## src/rtl/im_arbiter.sv

```systemverilog
// im_arbiter: shares one single-port instruction memory between the CPU fetch port and a loader/debug port.
// Build option IM_ARB_LOAD_PRIO_EN: the loader always wins contention instead of round-robin.
module im_arbiter #(
  parameter int data_size    = 32,
  parameter int mem_size_bit = 10
) (
  input  logic                    clock,
  input  logic                    reset,
  input  logic                    f_req,
  input  logic [mem_size_bit-1:0] f_addr,
  output logic                    f_gnt,
  output logic                    f_rvalid,
  output logic [data_size-1:0]    f_rdata,
  input  logic                    l_req,
  input  logic                    l_we,
  input  logic [mem_size_bit-1:0] l_addr,
  input  logic [data_size-1:0]    l_wdata,
  output logic                    l_gnt,
  output logic                    l_rvalid,
  output logic [data_size-1:0]    l_rdata,
  output logic                    IM_enable,
  output logic                    IM_read,
  output logic                    IM_write,
  output logic [mem_size_bit-1:0] IM_address,
  output logic [data_size-1:0]    IMin,
  input  logic [data_size-1:0]    IMout
);

  logic f_tag_r;
  logic l_tag_r;

`ifdef IM_ARB_LOAD_PRIO_EN
  // Fixed priority: fetch only gets the memory when the loader is idle.
  always_comb begin
    f_gnt = 1'b0;
    l_gnt = 1'b0;
    if (l_req) begin
      l_gnt = 1'b1;
    end else if (f_req) begin
      f_gnt = 1'b1;
    end else begin
      f_gnt = 1'b0;
    end
  end
`else
  typedef enum logic {
    PORT_FETCH  = 1'b0,
    PORT_LOADER = 1'b1
  } port_e;

  port_e last_winner_r;
  port_e last_winner_nxt_s;

  // Round-robin pointer register; reset favours fetch on the first contention.
  always_ff @(posedge clock or posedge reset) begin
    if (reset) begin
      last_winner_r <= PORT_LOADER;
    end else begin
      last_winner_r <= last_winner_nxt_s;
    end
  end

  // Grant decision and pointer update; the pointer moves only when a grant is given.
  always_comb begin
    f_gnt             = 1'b0;
    l_gnt             = 1'b0;
    last_winner_nxt_s = last_winner_r;
    if (f_req && l_req) begin
      if (last_winner_r == PORT_LOADER) begin
        f_gnt = 1'b1;
      end else begin
        l_gnt = 1'b1;
      end
    end else if (f_req) begin
      f_gnt = 1'b1;
    end else if (l_req) begin
      l_gnt = 1'b1;
    end else begin
      f_gnt = 1'b0;
    end
    if (f_gnt) begin
      last_winner_nxt_s = PORT_FETCH;
    end else if (l_gnt) begin
      last_winner_nxt_s = PORT_LOADER;
    end else begin
      last_winner_nxt_s = last_winner_r;
    end
  end
`endif

  // Memory command issue: strobes follow the grant of the previous cycle; address and write data hold when idle.
  always_ff @(posedge clock or posedge reset) begin
    if (reset) begin
      IM_enable  <= 1'b0;
      IM_read    <= 1'b0;
      IM_write   <= 1'b0;
      IM_address <= '0;
      IMin       <= '0;
    end else begin
      IM_enable <= f_gnt | l_gnt;
      IM_read   <= f_gnt | (l_gnt & ~l_we);
      IM_write  <= l_gnt & l_we;
      if (f_gnt) begin
        IM_address <= f_addr;
      end else if (l_gnt) begin
        IM_address <= l_addr;
      end else begin
        IM_address <= IM_address;
      end
      if (l_gnt) begin
        IMin <= l_wdata;
      end else begin
        IMin <= IMin;
      end
    end
  end

  // Read-source tags: stage one marks the cycle the read is on the memory, stage two is the rvalid pulse.
  always_ff @(posedge clock or posedge reset) begin
    if (reset) begin
      f_tag_r  <= 1'b0;
      l_tag_r  <= 1'b0;
      f_rvalid <= 1'b0;
      l_rvalid <= 1'b0;
    end else begin
      f_tag_r  <= f_gnt;
      l_tag_r  <= l_gnt & ~l_we;
      f_rvalid <= f_tag_r;
      l_rvalid <= l_tag_r;
    end
  end

  assign f_rdata = IMout;
  assign l_rdata = IMout;

endmodule

```

## config.mk

```make
export PLATFORM = sky130hd
export DESIGN_NAME = im_arbiter
export DESIGN_NICKNAME = d
export VERILOG_FILES = /design/src/rtl/im_arbiter.sv
export SDC_FILE = /design/constraint.sdc
export NUM_CORES = 1
export LEC_CHECK = 0
export CAP_MARGIN = 20
export CORE_ASPECT_RATIO = 1.5
export CORE_MARGIN = 2
export CORE_UTILIZATION = 33
export DETAILED_ROUTE_END_ITERATION = 10
export PLACE_DENSITY = 0.82
export RECOVER_POWER = 50
export SLEW_MARGIN = 25
export SYNTH_ARGS = -nofsm -noshare
export SYNTH_HDL_FRONTEND = slang
export SYNTH_SLANG_ARGS = --single-unit
```

## constraint.sdc

```tcl
create_clock -name clock -period 1.7 [get_ports clock]
set_clock_uncertainty 0.05 [all_clocks]
set_input_delay 0.34 -clock clock [delete_from_list [all_inputs] [get_ports clock]]
set_output_delay 0.34 -clock clock [all_outputs]
set_load 0.01 [all_outputs]
```

==> results.sh <==
export IMPL_p_total_w=0.00304
export IMPL_ys_seq_area_share_pct=50.5
export IMPL_largest_reg_flops=32
export IMPL_antenna_left=0
export IMPL_cp_num_buf_inv=1
export IMPL_grt_max_degree=28
export IMPL_finalWorstSetupSlack_ns=0.0642
export IMPL_drt_iter0_drc=35
export IMPL_ys_flop_type="dfrtp_1"
export IMPL_placed_cells=338
export IMPL_routedWlPerCell_um=16.8
export IMPL_critical_path_max_fanout=2
export IMPL_slowest_stage="clkdlybuf4s50_1"
export IMPL_overflow=0
export IMPL_die_area_mm2=0.00825
export IMPL_regArea_mm2=0.00125
export IMPL_clk_pin_slew_worst_paths_ns=0.11
export IMPL_core_mm2=0.00727
export IMPL_synth_cell_types=19
export IMPL_status="complete, no violations"
export IMPL_gp_congestion=0.720
export IMPL_place_ws_ns=-0.356
export IMPL_yosysMostFrequentCell="buf_4"
export IMPL_cts_buffer_depth=2
export IMPL_multi_input_area_um2=686
export IMPL_cp_required_ns=1.31
export IMPL_grtUsageTotal_pct=14.2
export IMPL_clock_latency_ns=0.30
export IMPL_cellLeakagePower_nw=1.36
export IMPL_netlist_instances=196
export IMPL_area_growth_pct=32.7
export IMPL_min_period_over_period_pct=96.2
export IMPL_final_hold_viol_count=0
export IMPL_antenna_found_initial=0
export IMPL_cts_sinks=50
export IMPL_critPathKind="flop to output pin"
export IMPL_start_util_pct=34.1
export IMPL_totalWireLength_um=5840
export IMPL_cts_tree="done"
export IMPL_die_y_um=110
export IMPL_antenna_cells=0
export IMPL_synth_area_leaders="dfrtp_1, buf_4, mux2_1"
export IMPL_syn_num_nets=285
export IMPL_cp_end_kind="output pin"
export IMPL_postLayoutCoreUtil_pct=45.3
export IMPL_critPathTopFamily="buffers and inverters"
export IMPL_grt_pass1_wl_um=8510
export IMPL_whs_endpoint="l_rvalid"
export IMPL_drive_gt1_share_pct=16.6
export IMPL_tightest_slew_ns=0.585
export IMPL_viasPerCell=4.50
export IMPL_synth_edff_count=0
export IMPL_synth_avg_cell_area_um2=12.7
export IMPL_rr_worst_depth=4
export IMPL_critPathLaunchType="flop"
export IMPL_die_w_um=74.8
export IMPL_yosysTopAreaCell="dfrtp_1"
export IMPL_yosys_warnings=0
export IMPL_finalSetupViolations=0
export IMPL_rsz0062_at_grt="no"
export IMPL_num_vias=1561
export IMPL_htree_num_levels=2
export IMPL_ios=202
export IMPL_max_slew_margin_pct=61.0
export IMPL_drc=0
export IMPL_dr_pass1_iters=4
export IMPL_synthTopCellsByCount="buf_4, dfrtp_1, mux2_1"
export IMPL_ff2ff_setup_slack_ns=0.19
export IMPL_clock_root_buffer="clkbuf_8"
export IMPL_grt_pass1_vias=1629
export IMPL_cap_violations=0
export IMPL_reg_top3="IMin (32), IM_address (10)"
export IMPL_layout_nets=335
export IMPL_synthesis_area_mm2=0.00248
export IMPL_netlist_area_leader_share_pct=49.4
export IMPL_min_delay_start="l_tag_r"
export IMPL_power_density_mw_per_mm2=923
export IMPL_r2r_end="IMin[2]"
export IMPL_slew_violations=0
export IMPL_synth_ff_latch_count=50
export IMPL_layout_min_cycle_time_ns=1.64
export IMPL_crit_path_cell_trace="clkdlybuf4s50_1"
export IMPL_numCtsBuffers=5
export IMPL_synthArstFlopShare_pct=100
export IMPL_slowest_delay_ns=0.56
export IMPL_instances_no_fill=347
export IMPL_fmax_mhz=611
export IMPL_holdPathStages=0
export IMPL_fillers=696
export IMPL_arrival_ns=1.25
export IMPL_peakVddDrop_v=0.000445
export IMPL_r2r_start="last_winner_r"
export IMPL_top_register="IMin"
export IMPL_hp_class="flop to flop"
export IMPL_io_buffers=105
export IMPL_rows=38
export IMPL_dp_hpwl_um=4710
==> worst register-to-register path, delay by kind of cell (launching register included) <==
kind / cells / cell delay [ns]
muxes: 1 / 0.37
AOI/OAI and AO/OA: 1 / 0.17
buffers and inverters: 2 / 0.42
DFF: 1 / 0.38
==> power by group <==
| part | total (W) | internal [W] | switching, W |
|---|---|---|---|
| logic | 0.000867 | 0.000550 | 0.000318 |
| registers | 0.00143 | 0.00136 | 0.0000736 |
| clock network | 0.000742 | 0.000335 | 0.000407 |
==> kinds of logic (layout without fill, tap and decap cells) <==
family	after synthesis	in the layout	synth area share, %
compound gates	23	23	9.12
mux	32	32	14.5
buf+inv	76	127	22.2
simple gates	15	15	3.68
flops	50	50	50.5
==> stage by stage <==
stage	hold WS (ns)	setup TNS, ns	area (um^2)
after floorplan	0.281	0	2480
after global placement	0.283	-6.32	3200
after detailed placement	0.288	-7.61	3200
after CTS	0.225	0	3300
after global routing	0.313	0	3290
final	0.306	0	3290
==> final cells by class <==
type	instances	area share (%)
clock buffer	6	2.51
sequential	50	38.0
inverter	4	0.456
clock inverter	2	0.494
timing repair buffer	115	33.9
multi-input combinational	70	20.8
tap	100	3.80
==> layer usage <==
metal | GRT usage (%) | up-vias | wire, um
met2 | 25.6 | 100 | 3050
met3 | 5.09 | 26 | 617
li1 | - | 704 | -
met4 | 8.16 | 0 | 248
met5 | 0 | - | 0
met1 | 13.5 | 731 | 1920
==> worst max-delay path by stage <==
stage	slack, ns	end	start	depth (start not counted)
after floorplan	0.11	IM_address[0]	reset	1
after global placement	-0.32	f_gnt	f_req	4
after detailed placement	-0.36	f_gnt	f_req	4
after CTS	0.02	l_gnt	f_req	3
after global routing	0.009	f_gnt	last_winner_r	4
final	0.06	IM_address[6]	IM_address[6]	1
==> cells in the final DEF (no fill, tap or decap), types with 2 or more instances in the layout <==
cell type | Yosys | layout
clkdlybuf4s50_1 | 0 | 101
o21ai_0 | 2 | 2
nor2b_1 | 11 | 11
o221a_2 | 10 | 10
inv_1 | 3 | 2
mux2_1 | 27 | 27
mux2_2 | 5 | 5
inv_2 | 1 | 2
dfrtp_1 | 49 | 49
clkbuf_8 | 0 | 6
buf_4 | 64 | 8
a211o_1 | 10 | 10
buf_2 | 3 | 2
==> timing repair <==
item	in CTS	in global routing
setup endpoints to repair	2	2
setup buffers	0	1
gates resized for setup	9	3
gates cloned	0	0
hold buffers	0	0
(Power assumes the default switching activity.)
